$ cat config.mk
export PLATFORM = sky130hd
export DESIGN_NAME = fpga_receiver
export DESIGN_NICKNAME = d
export VERILOG_FILES = /design/src/rtl/fpga_link_pkg.sv /design/src/rtl/fpga_shift_in_register.sv /design/src/rtl/fpga_receiver.sv
export SDC_FILE = /design/constraint.sdc
export NUM_CORES = 1
export LEC_CHECK = 0
export ABC_AREA = 1
export CAP_MARGIN = 20
export CORE_MARGIN = 1.5
export CORE_UTILIZATION = 35
export CTS_BUF_LIST = sky130_fd_sc_hd__clkbuf_16
export DETAILED_ROUTE_END_ITERATION = 6
export GPL_TIMING_DRIVEN = 1
export HOLD_SLACK_MARGIN = 0.05
export SLEW_MARGIN = 20
export SYNTH_ARGS = -nofsm -noshare
export SYNTH_HDL_FRONTEND = slang
export SYNTH_HIERARCHICAL = 1
export SYNTH_SLANG_ARGS = --single-unit
$ cat constraint.sdc
create_clock -name clk -period 3.8 [get_ports clk]
set_clock_uncertainty 0.1 [all_clocks]
set_input_delay 0.76 -clock clk [delete_from_list [all_inputs] [get_ports clk]]
set_output_delay 0.76 -clock clk [all_outputs]
set_load 0.01 [all_outputs]
$ cat src/rtl/fpga_link_pkg.sv
// fpga_link_pkg: shared FPGA-to-FPGA link definitions (state encoding, default frame width, default timeout)
package fpga_link_pkg;
  typedef enum logic [2:0] {
    ST_IDLE     = 3'd0,
    ST_ACK      = 3'd1,
    ST_SHIFT    = 3'd2,
    ST_WAIT_FIN = 3'd3,
    ST_DONE     = 3'd4
  } link_state_e;
  localparam int LINK_WIDTH   = 8;
  localparam int LINK_TIMEOUT = 255;
endpackage

$ cat src/rtl/fpga_shift_in_register.sv
// fpga_shift_in_register: WIDTH-bit serial-in/parallel-out register, MSB first.
//   clk, reset (async active-low), clr_i (sync clear), en_i (shift enable),
//   d_i (serial bit in), q_o (parallel word out)
module fpga_shift_in_register #(
  parameter int WIDTH = 8
) (
  input  logic             clk,
  input  logic             reset,
  input  logic             clr_i,
  input  logic             en_i,
  input  logic             d_i,
  output logic [WIDTH-1:0] q_o
);
  logic [WIDTH-1:0] shift_q;
  always_ff @(posedge clk or negedge reset)
    if (!reset) shift_q <= '0;
    else if (clr_i) shift_q <= '0;
    else if (en_i) shift_q <= {shift_q[WIDTH-2:0], d_i};
  assign q_o = shift_q;
endmodule

$ cat src/rtl/fpga_receiver.sv
// fpga_receiver: serial-to-parallel receiver for the FPGA-to-FPGA link with host valid/read handshake.
//   clk, reset (async active-low)
//   sendToOther/dataIn/finish : request level, MSB-first serial data, end-of-frame from transmitter
//   acknowledge               : grant to transmitter (withheld while an unread word is pending)
//   hostRead, dataOut, dataValid : host side of the assembled word
//   busy                      : any state other than IDLE
//   timeoutErr                : sticky watchdog abort flag, only with FPGA_RX_TIMEOUT_EN, else 0
module fpga_receiver
  import fpga_link_pkg::*;
#(
  parameter int WIDTH = LINK_WIDTH
`ifdef FPGA_RX_TIMEOUT_EN
  , parameter int TIMEOUT = LINK_TIMEOUT
`endif
) (
  input  logic             clk,
  input  logic             reset,
  input  logic             sendToOther,
  input  logic             dataIn,
  input  logic             finish,
  input  logic             hostRead,
  output logic             acknowledge,
  output logic [WIDTH-1:0] dataOut,
  output logic             dataValid,
  output logic             busy,
  output logic             timeoutErr
);
  localparam int CW = $clog2(WIDTH) + 1;
  link_state_e      state_q, state_d;
  logic [CW-1:0]    cnt_q, cnt_d;
  logic [WIDTH-1:0] data_q, data_d, shift_w;
  logic             ack_q, ack_d, valid_q, valid_d, complete;
`ifdef FPGA_RX_TIMEOUT_EN
  localparam int WW = $clog2(TIMEOUT + 1);
  logic [WW-1:0] wdog_q, wdog_d;
  logic          tmo_q, tmo_d, tmo_fire;
  assign tmo_fire = (state_q != ST_IDLE) && (wdog_q == WW'(TIMEOUT - 1));
`endif
  fpga_shift_in_register #(.WIDTH(WIDTH)) u_shift (
    .clk   (clk),
    .reset (reset),
    .clr_i (state_q == ST_ACK),
    .en_i  (state_q == ST_SHIFT),
    .d_i   (dataIn),
    .q_o   (shift_w)
  );
  always_comb begin
    state_d = state_q;
    case (state_q)
      ST_IDLE:     state_d = (sendToOther && !valid_q) ? ST_ACK : ST_IDLE;
      ST_ACK:      state_d = sendToOther ? ST_SHIFT : ST_IDLE;
      ST_SHIFT:    state_d = !sendToOther ? ST_IDLE : (cnt_q == CW'(WIDTH - 1)) ? ST_WAIT_FIN : ST_SHIFT;
      ST_WAIT_FIN: state_d = !sendToOther ? ST_IDLE : finish ? ST_DONE : ST_WAIT_FIN;
      ST_DONE:     state_d = sendToOther ? ST_DONE : ST_IDLE;
      default:     state_d = ST_IDLE;
    endcase
`ifdef FPGA_RX_TIMEOUT_EN
    if (tmo_fire) state_d = ST_IDLE;
`endif
    // Completion is derived from the final next state so aborts and timeouts never latch a word.
    complete = (state_q == ST_WAIT_FIN) && (state_d == ST_DONE);
    cnt_d    = (state_q == ST_SHIFT) ? cnt_q + 1'b1 : '0;
    ack_d    = state_d inside {ST_ACK, ST_SHIFT, ST_WAIT_FIN};
    valid_d  = complete || (valid_q && !hostRead);
    data_d   = complete ? shift_w : data_q;
  end
`ifdef FPGA_RX_TIMEOUT_EN
  always_comb begin
    wdog_d = (state_d != state_q || state_q == ST_IDLE) ? '0 : wdog_q + 1'b1;
    tmo_d  = tmo_fire || (tmo_q && !complete);
  end
  always_ff @(posedge clk or negedge reset)
    if (!reset) begin
      wdog_q <= '0;
      tmo_q  <= 1'b0;
    end else begin
      wdog_q <= wdog_d;
      tmo_q  <= tmo_d;
    end
  assign timeoutErr = tmo_q;
`else
  assign timeoutErr = 1'b0;
`endif
  always_ff @(posedge clk or negedge reset)
    if (!reset) begin
      state_q <= ST_IDLE;
      cnt_q   <= '0;
      ack_q   <= 1'b0;
      valid_q <= 1'b0;
      data_q  <= '0;
    end else begin
      state_q <= state_d;
      cnt_q   <= cnt_d;
      ack_q   <= ack_d;
      valid_q <= valid_d;
      data_q  <= data_d;
    end
  assign acknowledge = ack_q;
  assign dataOut     = data_q;
  assign dataValid   = valid_q;
  assign busy        = (state_q != ST_IDLE);
endmodule

==> flow_metrics.env <==
export IMPL_status="finished clean"
export IMPL_drtIter0Drc=25
export IMPL_fin_crit_sh_pct=62.0
export IMPL_ys_flop_type="dfrtp_1"
export IMPL_rows=20
export IMPL_synth_edf_count=0
export IMPL_final_core_util_pct=45.3
export IMPL_drive_above_1_share_pct=14.2
export IMPL_routedWlPerCell_um=10.6
export IMPL_die_y_um=59.4
export IMPL_syn_inst=117
export IMPL_cts_inserted_buffers=3
export IMPL_p_int_w=0.000521
export IMPL_p_sw_w=0.000229
export IMPL_design_power_total_w=0.000750
export IMPL_grt_usage_pct=12.7
export IMPL_power_frac_seq_pct=43.8
export IMPL_yosys_cell_count_top_type="nand2_1"
export IMPL_vias_per_cell=4.41
export IMPL_area_growth_pct=23.3
export IMPL_fillers=300
export IMPL_cp_max_fo=5
export IMPL_wirelength_um=1890
export IMPL_final_nets=142
export IMPL_die_w_um=59.4
export IMPL_root_buffer="clkbuf_16"
export IMPL_setup_viol_count_final=0
export IMPL_grt_overflow_total=0
export IMPL_max_freq_mhz=424
export IMPL_pwr_share_clk_pct=30.0
export IMPL_coreArea_um2=3030
export IMPL_clockBufferDepth=2
export IMPL_ir_worst_vdd_uv=178
export IMPL_cts_resized=0
export IMPL_post_cts_setup_buffers=0
export IMPL_fp_dieArea_um2=3530
export IMPL_synth_seq_cells=25
export IMPL_antenna_cells=0
export IMPL_yosysTopAreaCell="dfrtp_1"
export IMPL_p_leak_nw=0.659
export IMPL_worst_slack_ns=1.44
export IMPL_drc=0
export IMPL_min_period_ns=2.36
export IMPL_max_slew_margin_pct=63.8
export IMPL_startpoint_type="register"
export IMPL_dr_pass1_iters=4
export IMPL_grt_pass1_vias=762
export IMPL_ios=18
export IMPL_io_buffers=16
export IMPL_grt_max_degree=26
export IMPL_switching_share_pct=30.5
export IMPL_async_flop_share_pct=100
export IMPL_required_ns=2.94
export IMPL_drv_slew=0
export IMPL_grt_pass1_wl_um=3330
export IMPL_ctsHoldBuffers=0
export IMPL_hold_violations=0
export IMPL_cp_arrival_ns=1.50
export IMPL_start_util_pct=36.8
export IMPL_place_gp_congestion=0.655
export IMPL_crit_type="register to primary output"
export IMPL_yosys_warnings=6
export IMPL_clock_sinks=25
export IMPL_p_comb_share_pct=26.2
export IMPL_endpoint_kind="primary output"
export IMPL_ant_nets=0
export IMPL_synthTopCellsByArea="dfrtp_1 (56%), nand2_1 (10%), o21ai_2 (6.3%)"
export IMPL_tns_ns=0
export IMPL_synth_distinct_cells=19
export IMPL_rsz0062_at_grt="false"
export IMPL_synth_top_area_share_pct=56.2
export IMPL_htreeDepth=1
export IMPL_syn_area_um2=1110
export IMPL_multiInputGateArea_um2=387
export IMPL_hpwl_um=1300
export IMPL_clk_pin_slew_ns=0.06
export IMPL_vias=785
export IMPL_antenna_found_initial=0
export IMPL_clkLatencyLatePin_ns=0.25
export IMPL_synth_seq_area_share_pct=56.2
export IMPL_synth_nets=124
export IMPL_hold_class="register to register"
export IMPL_maxCapViolCount=0
export IMPL_synth_avg_cell_area_um2=9.52
export IMPL_cts_tree="built"
export IMPL_seq_area_um2=626
export IMPL_tightest_slew_ns=0.543
export IMPL_synth_common_cells="nand2_1 (31), dfrtp_1 (25), inv_1 (16), nand3_1 (11), o21ai_2 (8)"
export IMPL_place_ws_ns=1.59
export IMPL_p_per_area_nw_per_um2=546
-- power by group through the flow --
stage / Combinational (W) / Clock [W] / Sequential, W
after floorplan: 0.000127 / 0 / 0.000336
after global placement: 0.000195 / 0 / 0.000333
after detailed placement: 0.000197 / 0 / 0.000334
after CTS: 0.000200 / 0.000230 / 0.000329
after global routing: 0.000220 / 0.000240 / 0.000335
final: 0.000197 / 0.000225 / 0.000328
-- worst max-delay path, stage by stage (launching register included) --
cell	delay (ns)
dfrtp_1	0.45
nor3_1	0.25
inv_1	0.06
clkdlybuf4s50_1	0.48
-- flip-flops by register name, indices dropped and copies added (netlist names) --
name / count
state_q: 3
dataOut: 8
u_shift/q_o: 8
cnt_q: 4
acknowledge: 1
dataValid: 1
-- metrics by stage --
step	instances	instance area, µm²	hold WS (ns)
floorplan	117	1110	0.332
global placement	174	1300	0.350
detailed placement	174	1300	0.357
CTS	178	1380	0.366
global route	178	1370	0.395
finish	178	1370	0.362
-- cell type report --
| cell class | instances | share of cell area (%) |
|---|---|---|
| inverter | 19 | 5.20 |
| clock inverter | 1 | 0.273 |
| sequential | 25 | 45.6 |
| clock buffer | 3 | 5.47 |
| tap | 44 | 4.01 |
| timing repair buffer | 16 | 11.3 |
| multi-input combinational | 70 | 28.2 |
-- cell families (layout without fill, tap and decap cells) --
family / count (synthesis) / count (layout) / share of synthesized area [%]
compound gates: 14 / 14 / 8.99
buf+inv: 22 / 39 / 9.10
fa+ha+maj: 1 / 1 / 1.12
simple gates: 54 / 54 / 24.3
flops: 25 / 25 / 56.2
other cells: 1 / 1 / 0.337
-- placed cells by master, fill, tap and decap left out, types with 2 or more instances in the layout --
cell             count
nand2_1             31
dfrtp_1             25
inv_1               17
clkdlybuf4s50_1     15
nand3_1             11
o21ai_2              8
nor2_1               5
o21ai_0              4
inv_2                3
clkbuf_16            3
nand4_1              2
a21oi_1              2
-- metal layers --
metal | share of wire [%] | global-route usage, % | up-vias | routed length [µm]
met3 | 3.1 | 2.62 | 4 | 58
met1 | 47 | 15.8 | 365 | 894
met4 | 2.0 | 6.82 | 0 | 38
met5 | 0 | 0 | - | 0
met2 | 48 | 20.6 | 13 | 903
li1 | - | - | 403 | -
-- path summary, 6_finish.rpt --
| kind | startpoint | end | slack (ns) | cells past startpoint |
|---|---|---|---|---|
| min in group asynchronous | reset | cnt_q[0] | 0.38 | 1 |
| hold reg to reg | cnt_q[0] | cnt_q[0] | 0.36 | 1 |
| setup / recovery | state_q[1] | busy | 1.44 | 3 |
| setup reg to reg | state_q[2] | u_shift/q_o[7] | 2.44 | 6 |
| max in group asynchronous | reset | dataOut[7] | 2.85 | 1 |
| hold / removal | cnt_q[0] | cnt_q[0] | 0.36 | 1 |
(Power assumes the default switching activity.)
